--- src/rtl/vga.svh ---
// Shared VGA timing dimensions for the 640x480 display.
`ifndef VGA_SVH
`define VGA_SVH
`define H_SIZE    10
`define H_DISPLAY 640
`define V_DISPLAY 480
`endif

--- src/rtl/pattern_gen_pkg.sv ---
// Types, dimensions and helpers shared by the test-pattern generator and its rainbow mapper.
package pattern_gen_pkg;

`include "vga.svh"

  localparam int H_BITS = `H_SIZE;
  localparam int H_DISP = `H_DISPLAY;
  localparam int V_DISP = `V_DISPLAY;

  typedef enum logic [2:0] {
    MODE_GRAY    = 3'd0,
    MODE_PRIMARY = 3'd1,
    MODE_RAINBOW = 3'd2,
    MODE_CHECKER = 3'd3,
    MODE_TRIBAND = 3'd4
  } mode_e;

  typedef enum logic [1:0] {
    BAND_TOP = 2'd0,
    BAND_MID = 2'd1,
    BAND_LOW = 2'd2
  } band_e;

  typedef struct packed {
    logic [3:0] r;
    logic [3:0] g;
    logic [3:0] b;
  } rgb4_t;

  localparam rgb4_t RGB4_WHITE = 12'hFFF;
  localparam rgb4_t RGB4_BLACK = 12'h000;

  // MSB-first replication; callers keep the top RGB_WIDTH bits.
  function automatic logic [31:0] expandIntensity(input logic [3:0] v);
    return {8{v}};
  endfunction

endpackage

--- src/rtl/pattern_rainbow.sv ---
// Maps an effective x coordinate onto a six-segment colour ramp, white past the last segment.
module pattern_rainbow
  import pattern_gen_pkg::*;
(
  input  logic [H_BITS-1:0] xe_i,
  output rgb4_t             rgb_o
);

  logic [2:0] seg;
  logic [3:0] up;
  logic [3:0] dn;
  logic       unusedLowBits;

  assign seg           = xe_i[9:7];
  assign up            = xe_i[6:3];
  assign dn            = 4'hF - up;
  assign unusedLowBits = ^xe_i[2:0];

  always_comb begin
    rgb_o = RGB4_WHITE;
    case (seg)
      3'd0:    rgb_o = '{r: 4'hF, g: up,   b: 4'h0};
      3'd1:    rgb_o = '{r: dn,   g: 4'hF, b: 4'h0};
      3'd2:    rgb_o = '{r: 4'h0, g: 4'hF, b: up};
      3'd3:    rgb_o = '{r: 4'h0, g: dn,   b: 4'hF};
      3'd4:    rgb_o = '{r: up,   g: 4'h0, b: 4'hF};
      3'd5:    rgb_o = '{r: 4'hF, g: 4'h0, b: dn};
      default: rgb_o = RGB4_WHITE;
    endcase
  end

endmodule

--- src/rtl/pattern_gen.sv ---
// Two-stage VGA test-pattern generator with frame-synchronous mode latching and horizontal scroll.
module pattern_gen
  import pattern_gen_pkg::*;
#(
  parameter int RGB_WIDTH   = 8,
  parameter int SCROLL_STEP = 4,
  parameter int CHECK_LOG2  = 5
) (
  input  logic                 pixel_clk,
  input  logic                 reset,
  input  logic                 vga_hsync,
  input  logic                 vga_vsync,
  input  logic                 video_on,
  input  logic [H_BITS-1:0]    x_addr,
  input  logic [H_BITS-1:0]    y_addr,
  input  logic [2:0]           mode,
  input  logic                 scroll_en,
  output logic [RGB_WIDTH-1:0] R,
  output logic [RGB_WIDTH-1:0] G,
  output logic [RGB_WIDTH-1:0] B,
  output logic                 HSYNC,
  output logic                 VSYNC,
  output logic                 DISPLAY,
  output logic [15:0]          frame_cnt
);

  logic              vsyncHist_q;
  logic              frameStart_q, frameStart_d;
  logic [H_BITS-1:0] offset_q, offset_d;
  logic [H_BITS:0]   offsetSum;
  mode_e             activeMode_q, activeMode_d;
  logic [15:0]       frameCnt_q, frameCnt_d;

  logic [H_BITS-1:0] xe1_q, xe1_d;
  logic [H_BITS:0]   xeSum;
  band_e             band1_q, band1_d;
  logic              checker1_q, checker1_d;
  mode_e             mode1_q;
  logic              hs1_q, vs1_q, de1_q;

  logic [RGB_WIDTH-1:0] r2_q, r2_d, g2_q, g2_d, b2_q, b2_d;
  logic                 hs2_q, vs2_q, de2_q;

  rgb4_t       rainbowPix, grayPix, primaryPix, pix;
  logic [31:0] rWide, gWide, bWide;
  logic        unusedExpBits;

  // Frame bookkeeping acts the cycle after the vsync fall is seen, long before visible pixels.
  always_comb begin
    frameStart_d = vsyncHist_q & ~vga_vsync;
    offset_d     = offset_q;
    activeMode_d = activeMode_q;
    frameCnt_d   = frameCnt_q;
    offsetSum    = {1'b0, offset_q} + (H_BITS+1)'(SCROLL_STEP);
    if (frameStart_q) begin
      frameCnt_d   = frameCnt_q + 16'd1;
      activeMode_d = mode_e'(mode);
      if (scroll_en) begin
        offset_d = (offsetSum >= (H_BITS+1)'(H_DISP)) ?
                   H_BITS'(offsetSum - (H_BITS+1)'(H_DISP)) : H_BITS'(offsetSum);
      end
    end
  end

  always_comb begin
    xeSum      = {1'b0, x_addr} + {1'b0, offset_q};
    xe1_d      = (xeSum >= (H_BITS+1)'(H_DISP)) ?
                 H_BITS'(xeSum - (H_BITS+1)'(H_DISP)) : H_BITS'(xeSum);
    checker1_d = x_addr[CHECK_LOG2] ^ y_addr[CHECK_LOG2];
    band1_d    = BAND_LOW;
    if (y_addr < H_BITS'(V_DISP / 3)) begin
      band1_d = BAND_TOP;
    end else if (y_addr < H_BITS'(2 * V_DISP / 3)) begin
      band1_d = BAND_MID;
    end
  end

  pattern_rainbow u_rainbow (
    .xe_i  (xe1_q),
    .rgb_o (rainbowPix)
  );

  assign grayPix    = {xe1_q[8:5], xe1_q[8:5], xe1_q[8:5]};
  assign primaryPix = {{4{xe1_q[8]}}, {4{xe1_q[7]}}, {4{xe1_q[6]}}};

  // Unassigned mode codes fall through to white.
  always_comb begin
    pix = RGB4_WHITE;
    case (mode1_q)
      MODE_GRAY:    pix = grayPix;
      MODE_PRIMARY: pix = primaryPix;
      MODE_RAINBOW: pix = rainbowPix;
      MODE_CHECKER: pix = checker1_q ? RGB4_WHITE : RGB4_BLACK;
      MODE_TRIBAND: begin
        case (band1_q)
          BAND_TOP: pix = grayPix;
          BAND_MID: pix = primaryPix;
          default:  pix = rainbowPix;
        endcase
      end
      default:      pix = RGB4_WHITE;
    endcase
  end

  always_comb begin
    rWide         = expandIntensity(pix.r);
    gWide         = expandIntensity(pix.g);
    bWide         = expandIntensity(pix.b);
    unusedExpBits = ^{rWide, gWide, bWide};
    r2_d          = '0;
    g2_d          = '0;
    b2_d          = '0;
    if (de1_q) begin
      r2_d = rWide[31 -: RGB_WIDTH];
      g2_d = gWide[31 -: RGB_WIDTH];
      b2_d = bWide[31 -: RGB_WIDTH];
    end
  end

  always_ff @(posedge pixel_clk or posedge reset) begin
    if (reset) begin
      vsyncHist_q  <= 1'b1;
      frameStart_q <= 1'b0;
      offset_q     <= '0;
      activeMode_q <= MODE_GRAY;
      frameCnt_q   <= '0;
    end else begin
      vsyncHist_q  <= vga_vsync;
      frameStart_q <= frameStart_d;
      offset_q     <= offset_d;
      activeMode_q <= activeMode_d;
      frameCnt_q   <= frameCnt_d;
    end
  end

  always_ff @(posedge pixel_clk or posedge reset) begin
    if (reset) begin
      xe1_q      <= '0;
      band1_q    <= BAND_TOP;
      checker1_q <= 1'b0;
      mode1_q    <= MODE_GRAY;
      hs1_q      <= 1'b1;
      vs1_q      <= 1'b1;
      de1_q      <= 1'b0;
      r2_q       <= '0;
      g2_q       <= '0;
      b2_q       <= '0;
      hs2_q      <= 1'b1;
      vs2_q      <= 1'b1;
      de2_q      <= 1'b0;
    end else begin
      xe1_q      <= xe1_d;
      band1_q    <= band1_d;
      checker1_q <= checker1_d;
      mode1_q    <= activeMode_q;
      hs1_q      <= vga_hsync;
      vs1_q      <= vga_vsync;
      de1_q      <= video_on;
      r2_q       <= r2_d;
      g2_q       <= g2_d;
      b2_q       <= b2_d;
      hs2_q      <= hs1_q;
      vs2_q      <= vs1_q;
      de2_q      <= de1_q;
    end
  end

  assign R         = r2_q;
  assign G         = g2_q;
  assign B         = b2_q;
  assign HSYNC     = hs2_q;
  assign VSYNC     = vs2_q;
  assign DISPLAY   = de2_q;
  assign frame_cnt = frameCnt_q;

endmodule

--- config.mk ---
export PLATFORM = sky130hd
export DESIGN_NAME = pattern_gen
export DESIGN_NICKNAME = d
export VERILOG_FILES = /design/src/rtl/pattern_gen_pkg.sv /design/src/rtl/pattern_rainbow.sv /design/src/rtl/pattern_gen.sv
export VERILOG_INCLUDE_DIRS = /design/src /design/src/rtl
export SDC_FILE = /design/constraint.sdc
export NUM_CORES = 1
export LEC_CHECK = 0
export BUFFER_PORTS_ARGS = -buffer_cell sky130_fd_sc_hd__buf_2
export CORE_MARGIN = 2
export CORE_UTILIZATION = 40
export DETAILED_ROUTE_END_ITERATION = 16
export HOLD_SLACK_MARGIN = 0.06
export PLACE_DENSITY = 0.63
export RECOVER_POWER = 100
export SLEW_MARGIN = 20
export SYNTH_ARGS = -nofsm -noshare
export SYNTH_HDL_FRONTEND = slang
export SYNTH_SLANG_ARGS = --single-unit
--- constraint.sdc ---
create_clock -name pixel_clk -period 3.6 [get_ports pixel_clk]
set_input_delay 0.18 -clock pixel_clk [delete_from_list [all_inputs] [get_ports pixel_clk]]
set_output_delay 0.18 -clock pixel_clk [all_outputs]
set_load 0.1 [all_outputs]
**Yosys cells after proc, flatten, opt, wreduce, memory -nomap -nowiden**

Cells that the tools add are included.

- Input bits: 29
- Flip-flop bits (word level): 76
- Output and inout port bits: 43

- $add $sub $neg: 6
- Eq/ne operators: 10
- Reduce and logical (&&, ||, !) cells: 4
- Order comparisons: 4
- Bitwise gates (word level): 3
- Mux-type cells: 11

Operators with widths:

| operator | count |
|---|---|
| 12-bit case mux with 6 select lines | 1 |
| 12-bit case mux with 5 select lines | 1 |
| 8-bit 2-to-1 mux | 3 |
| 12-bit case mux with 2 select lines | 1 |
| 11-bit by 10-bit greater-or-equal comparator with 1-bit output, second input constant | 2 |
| 10-bit 2-to-1 mux | 2 |
| 10-bit subtractor, second input constant | 2 |
| 16-bit by 1-bit adder with 16-bit output, second input constant | 1 |
| 3-bit by 2-bit == test with 1-bit output, second input constant | 4 |
| 12-bit 2-to-1 mux | 1 |
| 10-bit by 10-bit adder with 11-bit output | 1 |
| 10-bit by 3-bit adder with 11-bit output, second input constant | 1 |
| 10-bit by 8-bit less-than comparator with 1-bit output, second input constant | 1 |
| 10-bit by 9-bit less-than comparator with 1-bit output, second input constant | 1 |
| 3-bit == test, second input constant | 3 |
| 3-bit by 1-bit == test with 1-bit output, second input constant | 2 |
| 3-bit logical NOT | 2 |
| 2-bit 2-to-1 mux | 2 |
| 4-bit subtractor, first input constant | 1 |
| 2-bit by 1-bit == test with 1-bit output, second input constant | 1 |
| 2-bit logical NOT | 1 |
| 2-bit AND reduction | 1 |
| 1-bit bitwise AND | 1 |
| 1-bit NOT | 1 |
| 1-bit XOR | 1 |

**Logic depth before layout (Yosys ltp)**

Gate-level depths: netlist of the first run.

- Word-level depth: 5
- Depth in mapped cells: 11
- Mapped depth without buffers: 11

**Hierarchy**

From an unflattened synthesis of the first run, not the netlist that was laid out.

- Cell total of the unflattened synthesis: 351
- Area total of the unflattened synthesis: 3583.4 um^2

By module, submodules not included:

| module | cells each | area each (um^2) | instances |
|---|---|---|---|
| pattern_gen | 316 | 3321.9 | 1 |
| pattern_rainbow | 35 | 261.5 | 1 |

**Worst setup path before layout of the first run**

No wires, ideal clock.

- Path kind: reg2reg
- Start: reg offset_q[2]
- End: reg xe1_q[7]
- Stages on the path, launching flop included: 11
- Data required time: 3468 ps
- Path slack: 1157 ps
- Arrival: 2311 ps
- Path through: dfrtp_1 > ha_1 > fa_1 > a21o_2 > a221oi_1 > xnor2_1 > inv_1 > ha_1 > o31ai_1 > a21o_1 > mux2i_1

- Cells in the longest elaborated chain, start to end: 3
- Elaborated cells on any way between the ends: 4

RTL lines:

| item | RTL line | source |
|---|---|---|
| start: declaration | pattern_gen.sv:29 | `logic [H_BITS-1:0] offset_q, offset_d;` |
| start signal: assignment | pattern_gen.sv:130 | `offset_q <= offset_d;` |
| 10-bit by 10-bit adder with 11-bit output * | pattern_gen.sv:66 | `xeSum = {1'b0, x_addr} + {1'b0, offset_q};` |
| 10-bit subtractor / 11-bit by 10-bit greater-or-equal comparator with 1-bit output (equally long branches) | pattern_gen.sv:68, pattern_gen.sv:67 |  |
| 10-bit 2-to-1 mux * | pattern_gen.sv:67 | `xe1_d = (xeSum >= (H_BITS+1)'(H_DISP)) ?` |
| net xe1_d[7] | pattern_gen.sv:34 | `logic [H_BITS-1:0] xe1_q, xe1_d;` |
| end signal: assignment | pattern_gen.sv:138 | `xe1_q <= '0;` |
| end signal: assignment | pattern_gen.sv:152 | `xe1_q <= xe1_d;` |
| end: declaration | pattern_gen.sv:34 |  |

Mark *: on every way through the listed nets, which the timed path passes. The rest lies on a longest branch.
A chain may end at the register's enable or synchronous reset.

**Worst setup path after layout of the first run**

- Start: reg offset_q[2]
- End: reg xe1_q[8]

Same word-level chain as after synthesis.

==> metrics, run 1 <==
status complete, but fails checks; failing checks capacitance limit, slew limit; Reg area 1481 um2; sequential fraction of the synthesis area 0.4348; IO Count 72; Period minus WS final 2.735 ns; initial antenna violation count 0; final instance area slightly below 4000 um2; diode count 0; Period Utilization, post-route 0.7597; via/cell ratio 5.305; Post-CTS Hold Buffers 5; Vias 2801; Critical Path AT 2.98 ns; Crit Path Max Fanout 8; final WL 7140 um; Final nets around 460; row cnt 33; total congestion overflow 0; vias in the first global route 2457; remaining antenna violation count after routing 0; mapped cell area 3407 um2; Adder-Cell Fraction of Synth Area 0.05362; switching portion of total power 0.5293; critical path launch point type flop; core area between 8000 and 9000 um2; gp weighted congestion a little over 0.8; Max Root-Sink Buffers 2; first-pass GRT wire length 11600 um; Worst Tran Pin Value 1.632 ns; pwr dens 803.0 nW/um2; IO buf count 66; area of the multi-input gates between 1500 and 2000 um2; fmax about 0.37 GHz; Synth Area in Compound Gates 0.2156; commonest non-fill, non-tap cell in the layout dfrtp_1; Iteration-0 DRC Markers 103; Layout Area Growth over Synthesis 14.29%; Cell variety after synth between 50 and 60; Placed Area around 3700 um2; P_int 1.472 mW; final hold viol count 0; most frequent cells in the layout 55 x dfrtp_1, 48 x clkbuf_1, 39 x nor2_1; headroom to the max-slew limit -0.08824; combinational power share 0.489; clock sinks 59; # DRC 0; Min-Delay Path Class input pin to flop; multiplexer share of the synthesized area 0.02240; Max-cap violations 1; clock share of power 0.169; setup TNS 0 ns; wire per inst 13.52 um; fin util 0.4739; Setup CP Type flop to flop; Initial Utilization 0.4146; CTS root buf clkbuf_8; CP endpoint kind flop; Seq pwr share 0.342; Syn. warnings 0; Worst VDD drop 0.2548 mV; worst skew pair latency 0.33 ns; layout cells sized above 1 0.1206; Fill cells 833; DP HPWL 5337 um; critical path required time 3.85 ns; die height 96.29 um; largest family of logic cells by synthesized area compound AO/OA/AOI/OAI gates; largest net degree at the start of global routing 34; number of flops mapped to enable cells by yosys 0; clk slew on worst S/H paths 0.07 ns; die width 96.29 um; Synthesized Nets 406; drt pass-1 iters 4; full die area 9272 um2; Max Slew Vio Count 34; total power 3.127 mW; Mapped Avg Cell Area 9.386 um2; CTS H-tree lvls 3; ys async rst share 1.000; CTS tree built; # Post-CTS Setup Buffers 0; Switch Pwr 1.655 mW; Top FF cell, synth dfrtp_1; unrepaired setup endpoints after global routing no; WHS 0.09311 ns; Post-Synth XOR/XNOR Area 0.06684; gr usage total 0.1605; Leakage Power 1.663 nW; total CTS buffers 9; cell count after synthesis 363; post-synthesis simple-gate area fraction 0.1568; CTS resizes 0; post-synthesis register bit count 59; worst clock skew 0.009184 ns; # setup viols final 0
## sequential cells by signal, summed over array words and instances, names as in the netlist
signal	count
hs1_q	1
frame_cnt	16
vs1_q	1
de1_q	1
G	4
R	4
activeMode_q	3
DISPLAY	1
offset_q	8
HSYNC	1
band1_q	2
VSYNC	1
checker1_q	1
frameStart_q	1
mode1_q	3
B	4
xe1_q	7
## critical path, stage by stage, from the launching register on
cell,delay [ns]
dfrtp_1,0.48
ha_1,0.27
fa_1,0.41
a21o_2,0.22
a221oi_1,0.40
xnor2_1,0.22
inv_1,0.07
ha_1,0.25
o31ai_1,0.08
a21oi_1,0.10
o2bb2ai_1,0.17
## Yosys cell counts (3+ instances only)
cell	instances	area [um2]
nor2_1	39	146.4
mux2_2	5	56.30
o31a_1	4	35.03
o21ai_0	18	90.09
dfrtp_1	55	1376
nor3_1	3	15.01
xor2_1	10	87.58
inv_1	5	18.77
nand2_1	34	127.6
nand3_1	9	45.04
and3_1	4	25.02
ha_1	13	162.7
a21boi_0	4	30.03
o41a_1	5	56.30
nand4_1	5	31.28
buf_4	12	90.09
a211oi_1	9	67.56
dfstp_2	4	105.1
clkbuf_1	14	52.55
nor2b_1	4	25.02
o211ai_1	4	30.03
xnor2_1	16	140.1
a21oi_1	37	185.2
o22ai_1	9	56.30
nand2b_1	3	18.77
## layout make-up
cell class | instances | area share
multi-input cells | 271 | 0.4508
flip-flops and latches | 59 | 0.3805
repair buffers | 72 | 0.08387
clock buffers | 12 | 0.03985
well taps | 105 | 0.03374
clock inverters | 4 | 0.006427
inverters | 5 | 0.004820
## per-layer routing
metal  wire length [um]  GRT usage  vias up
li1                   -          -     1407
met2               3231     0.2488       67
met4                108    0.06103        0
met1               3454     0.2203     1317
met5                  0          0        -
met3                346    0.03367       10
## path summary, 6_finish.rpt
kind	from	to	slack [ns]	cells past startpoint
min in group asynchronous	reset	frame_cnt[5]$_DFFE_PP0P_	0.63	3
min	mode[2]	activeMode_q[2]$_DFFE_PP0P_	0.09	2
max reg2reg	offset_q[2]$_DFFE_PP0P_	xe1_q[8]$_DFF_PP0_	0.87	10
max	offset_q[2]$_DFFE_PP0P_	xe1_q[8]$_DFF_PP0_	0.87	10
min reg2reg	hs1_q$_DFF_PP1_	HSYNC$_DFF_PP1_	0.36	0
max in group asynchronous	reset	R[6]$_DFF_PP0_	0.93	4
## stage by stage
stage | instances | setup slack (ns)
6_report | 528 | 0.8653
5_1_grt | 528 | 0.3497
4_1_cts | 528 | 0.8376
3_5_place_dp | 507 | 0.8629
3_3_place_gp | 507 | 0.9720
2_1_floorplan | 363 | 1.157
## kinds of logic after synthesis
kind of cell / after synthesis
AOI/OAI and AO/OA: 110
xor gates and xnor gates: 26
DFF: 59
adders and majority gates: 14
buffers and inverters: 33
muxes: 7
and+or+nand+nor: 114
## power groups by stage
stage	sequential (mW)	clock [mW]	combinational [mW]
finish	1.07	0.528	1.53
CTS	1.06	0.548	1.56
detailed placement	1.07	0	1.55
global route	1.11	0.578	1.65
floorplan	1.41	0	0.979
global placement	1.07	0	1.54
(Power assumes the default switching activity.)
==> run 2, diff against run 1 <==
--- a/config.mk
+++ b/config.mk
@@ -11,7 +11,7 @@
 export CORE_UTILIZATION = 40
 export DETAILED_ROUTE_END_ITERATION = 16
 export HOLD_SLACK_MARGIN = 0.06
-export PLACE_DENSITY = 0.63
+export PLACE_DENSITY = 0.65
 export RECOVER_POWER = 100
 export SLEW_MARGIN = 20
 export SYNTH_ARGS = -nofsm -noshare
==> constraint.sdc (replaced) <==
create_clock -name pixel_clk -period 2.4 [get_ports pixel_clk]
set_input_delay 0.12 -clock pixel_clk [delete_from_list [all_inputs] [get_ports pixel_clk]]
set_output_delay 0.12 -clock pixel_clk [all_outputs]
set_load 0.1 [all_outputs]
==> run 2 against run 1 <==
  * The flow now finishes without violations
  * Sequential cell count is the same
  * Register-to-register slack lost 0.82 ns
  * Highest routed layer unchanged
  * Critical endpoint is now xe1_q[7]$_DFF_PP0_
  * Critical path type unchanged
  * Combinational power grew 73%
  * First-iteration DRC count grew 33%
==> metrics, run 2 (synthesis gave the netlist of run 1 again) <==
Inst Count DP 520 (+2.6%); final setup margin 0.04445 ns (-0.8208 ns); initial antenna violation count 0 (unchanged); unrepaired setup endpoints after global routing yes; Worst VDD drop 0.4834 mV (+90%); Max-cap violations 0 (-1); wire per inst 13.90 um (+2.8%); Final nets 485 (+5.2%); Vias 2925 (+4.4%); IO buf count 66 (unchanged); full die area 9272 um2 (unchanged); via/cell ratio 5.299 (-0.11%); vias in the first global route 2730 (+11%); WHS 0.08749 ns (-0.005619 ns); die width 96.29 um (unchanged); Layout Area Growth over Synthesis 23.65%; gp weighted congestion 0.8483 (+4.3%); fmax 0.4245 GHz (+16%); worst path cell trace ha_2, fa_2, a21o_4, a221oi_4, xnor2_2, inv_2, ha_4, inv_2, a21oi_4, mux2i_1; first-pass GRT wire length 12610 um (+8.8%); delay of the slowest critical-path stage 0.40 ns (-0.08 ns); non-filler cells, final 552 (+4.5%); total CTS buffers 9 (unchanged); gr usage total 0.1739 (+0.01343); core area 8217 um2 (unchanged); Initial Utilization 0.4146 (unchanged); Period minus WS final 2.356 ns (-0.3792 ns); die height 96.29 um (unchanged); most frequent cells in the layout 54 x dfrtp_1, 46 x clkbuf_1, 39 x nor2_1; Place WS -0.04151 ns (-0.9044 ns); diode count 0 (unchanged); CTS root buf clkbuf_8; final hold viol count 0 (unchanged); Iteration-0 DRC Markers 137 (+33%); fin util 0.5127 (+0.03883); IO Count 72 (unchanged); Period Utilization, post-route 0.9815 (+0.2218); # DRC 0 (unchanged); Min-Delay Path Class input pin to flop; total congestion overflow 0 (unchanged); Leakage Power 1.810 nW (+8.9%); layout cells sized above 1 0.2013 (+0.08077); clk slew on worst S/H paths 0.07 ns (about the same); Worst Tran Pin Value 1.388 ns (-0.2441 ns); Max Root-Sink Buffers 2 (unchanged); drt pass-1 iters 4 (unchanged); headroom to the max-slew limit 0.07451 (+0.1627); CP endpoint kind flop; slowest CP cell dfrtp_1; largest net degree at the start of global routing 60 (+76%); worst skew pair latency 0.34 ns (about the same); CTS H-tree lvls 3 (unchanged); clock sinks 59 (unchanged); row cnt 33 (unchanged); remaining antenna violation count after routing 0 (unchanged); max FFs per register 16 (unchanged); Crit Path Max Fanout 4 (-4); critical path launch point type flop; CTS tree built; critical path required time 2.64 ns (-1.21 ns); Crit path top cell by count inv_2; Critical Path AT 2.60 ns (-0.38 ns); total power 5.108 mW (+63%); Setup CP Type flop to flop; DP HPWL 5415 um (+1.5%); pwr dens 1213 nW/um2 (+51%); final WL 7672 um (+7.5%); status finished clean; commonest non-fill, non-tap cell in the layout dfrtp_1; Max Slew Vio Count 0 (-100%); # setup viols final 0 (unchanged); worst clock skew 0.01633 ns (+0.007146 ns)
==> run 2: cell count changes in the layout (fill, tap and decap cells not counted), sizes merged <==
cell	before	now
buf	20	39
dlygate4sd3	5	10
clkbuf	59	56
clkinv	2	4
bufinv	0	1
clkinvlp	2	1
inv	5	6
==> run 2: path summary, 6_finish.rpt <==
check,startpoint,end,slack [ns],depth (start not counted)
worst max register to register,offset_q[2]$_DFFE_PP0P_,xe1_q[7]$_DFF_PP0_,0.04,10
worst min register to register,hs1_q$_DFF_PP1_,HSYNC$_DFF_PP1_,0.36,0
min in group asynchronous,reset,B[3]$_DFF_PP0_,0.79,4
max in group asynchronous,reset,offset_q[3]$_DFFE_PP0P_,0.68,4
worst min-delay path,scroll_en,offset_q[4]$_DFFE_PP0P_,0.09,3
worst max-delay path,offset_q[2]$_DFFE_PP0P_,xe1_q[7]$_DFF_PP0_,0.04,10
==> run 2: area by class of cell <==
| cell class | instances | area, um2 |
|---|---|---|
| Clock buffer | 9 | 123.9 |
| Fill cell | 783 | 4004 |
| Inverter | 5 | 18.77 |
| Timing Repair Buffer | 96 | 518.0 |
| Clock inverter | 7 | 77.57 |
| Sequential cell | 59 | 1483 |
| Tap cell | 105 | 131.4 |
| Multi-Input combinational cell | 271 | 1861 |
==> run 2: stage by stage <==
stage,cell area [um2],TNS [ns]
after floorplan,3413,0
after global placement,3829,0
after detailed placement,3829,-0.06576
after CTS,4148,0
after global routing,4213,-0.1315
final,4213,0
==> run 2: critical path, delay by kind of cell, from the launching register on <==
kind	cells	cell delay [ns]
xor gates and xnor gates	1	0.16
adders and majority gates	3	0.76
buffers and inverters	2	0.15
muxes	1	0.19
AOI/OAI and AO/OA	3	0.59
DFF	1	0.40
==> run 2: timing repair <==
action | CTS | global route
pin swaps | 1 | 12
gates resized for setup | 3 | 21
hold buffers | 10 | 0
setup buffers | 1 | 5
endpoints found under the setup margin | 4 | 5
hold endpoints to repair | 65 | 0
==> run 2: metal layers <==
layer  global-route usage  vias to the layer above  part of all wire
met3              0.04072                       16             0.063
met4              0.05516                        0             0.018
met1               0.2298                     1360              0.44
met2               0.2824                      100              0.47
met5                    0                        -                 0
li1                     -                     1449                 -
==> run 2: power by group <==
part           internal (mW)  leakage [nW]  switching (mW)  total [mW]
Combinational          0.760         0.975            1.89        2.65
Sequential              1.21         0.736           0.341        1.55
Clock                  0.486        0.0998           0.427       0.913
Total                   2.45          1.81            2.65        5.11
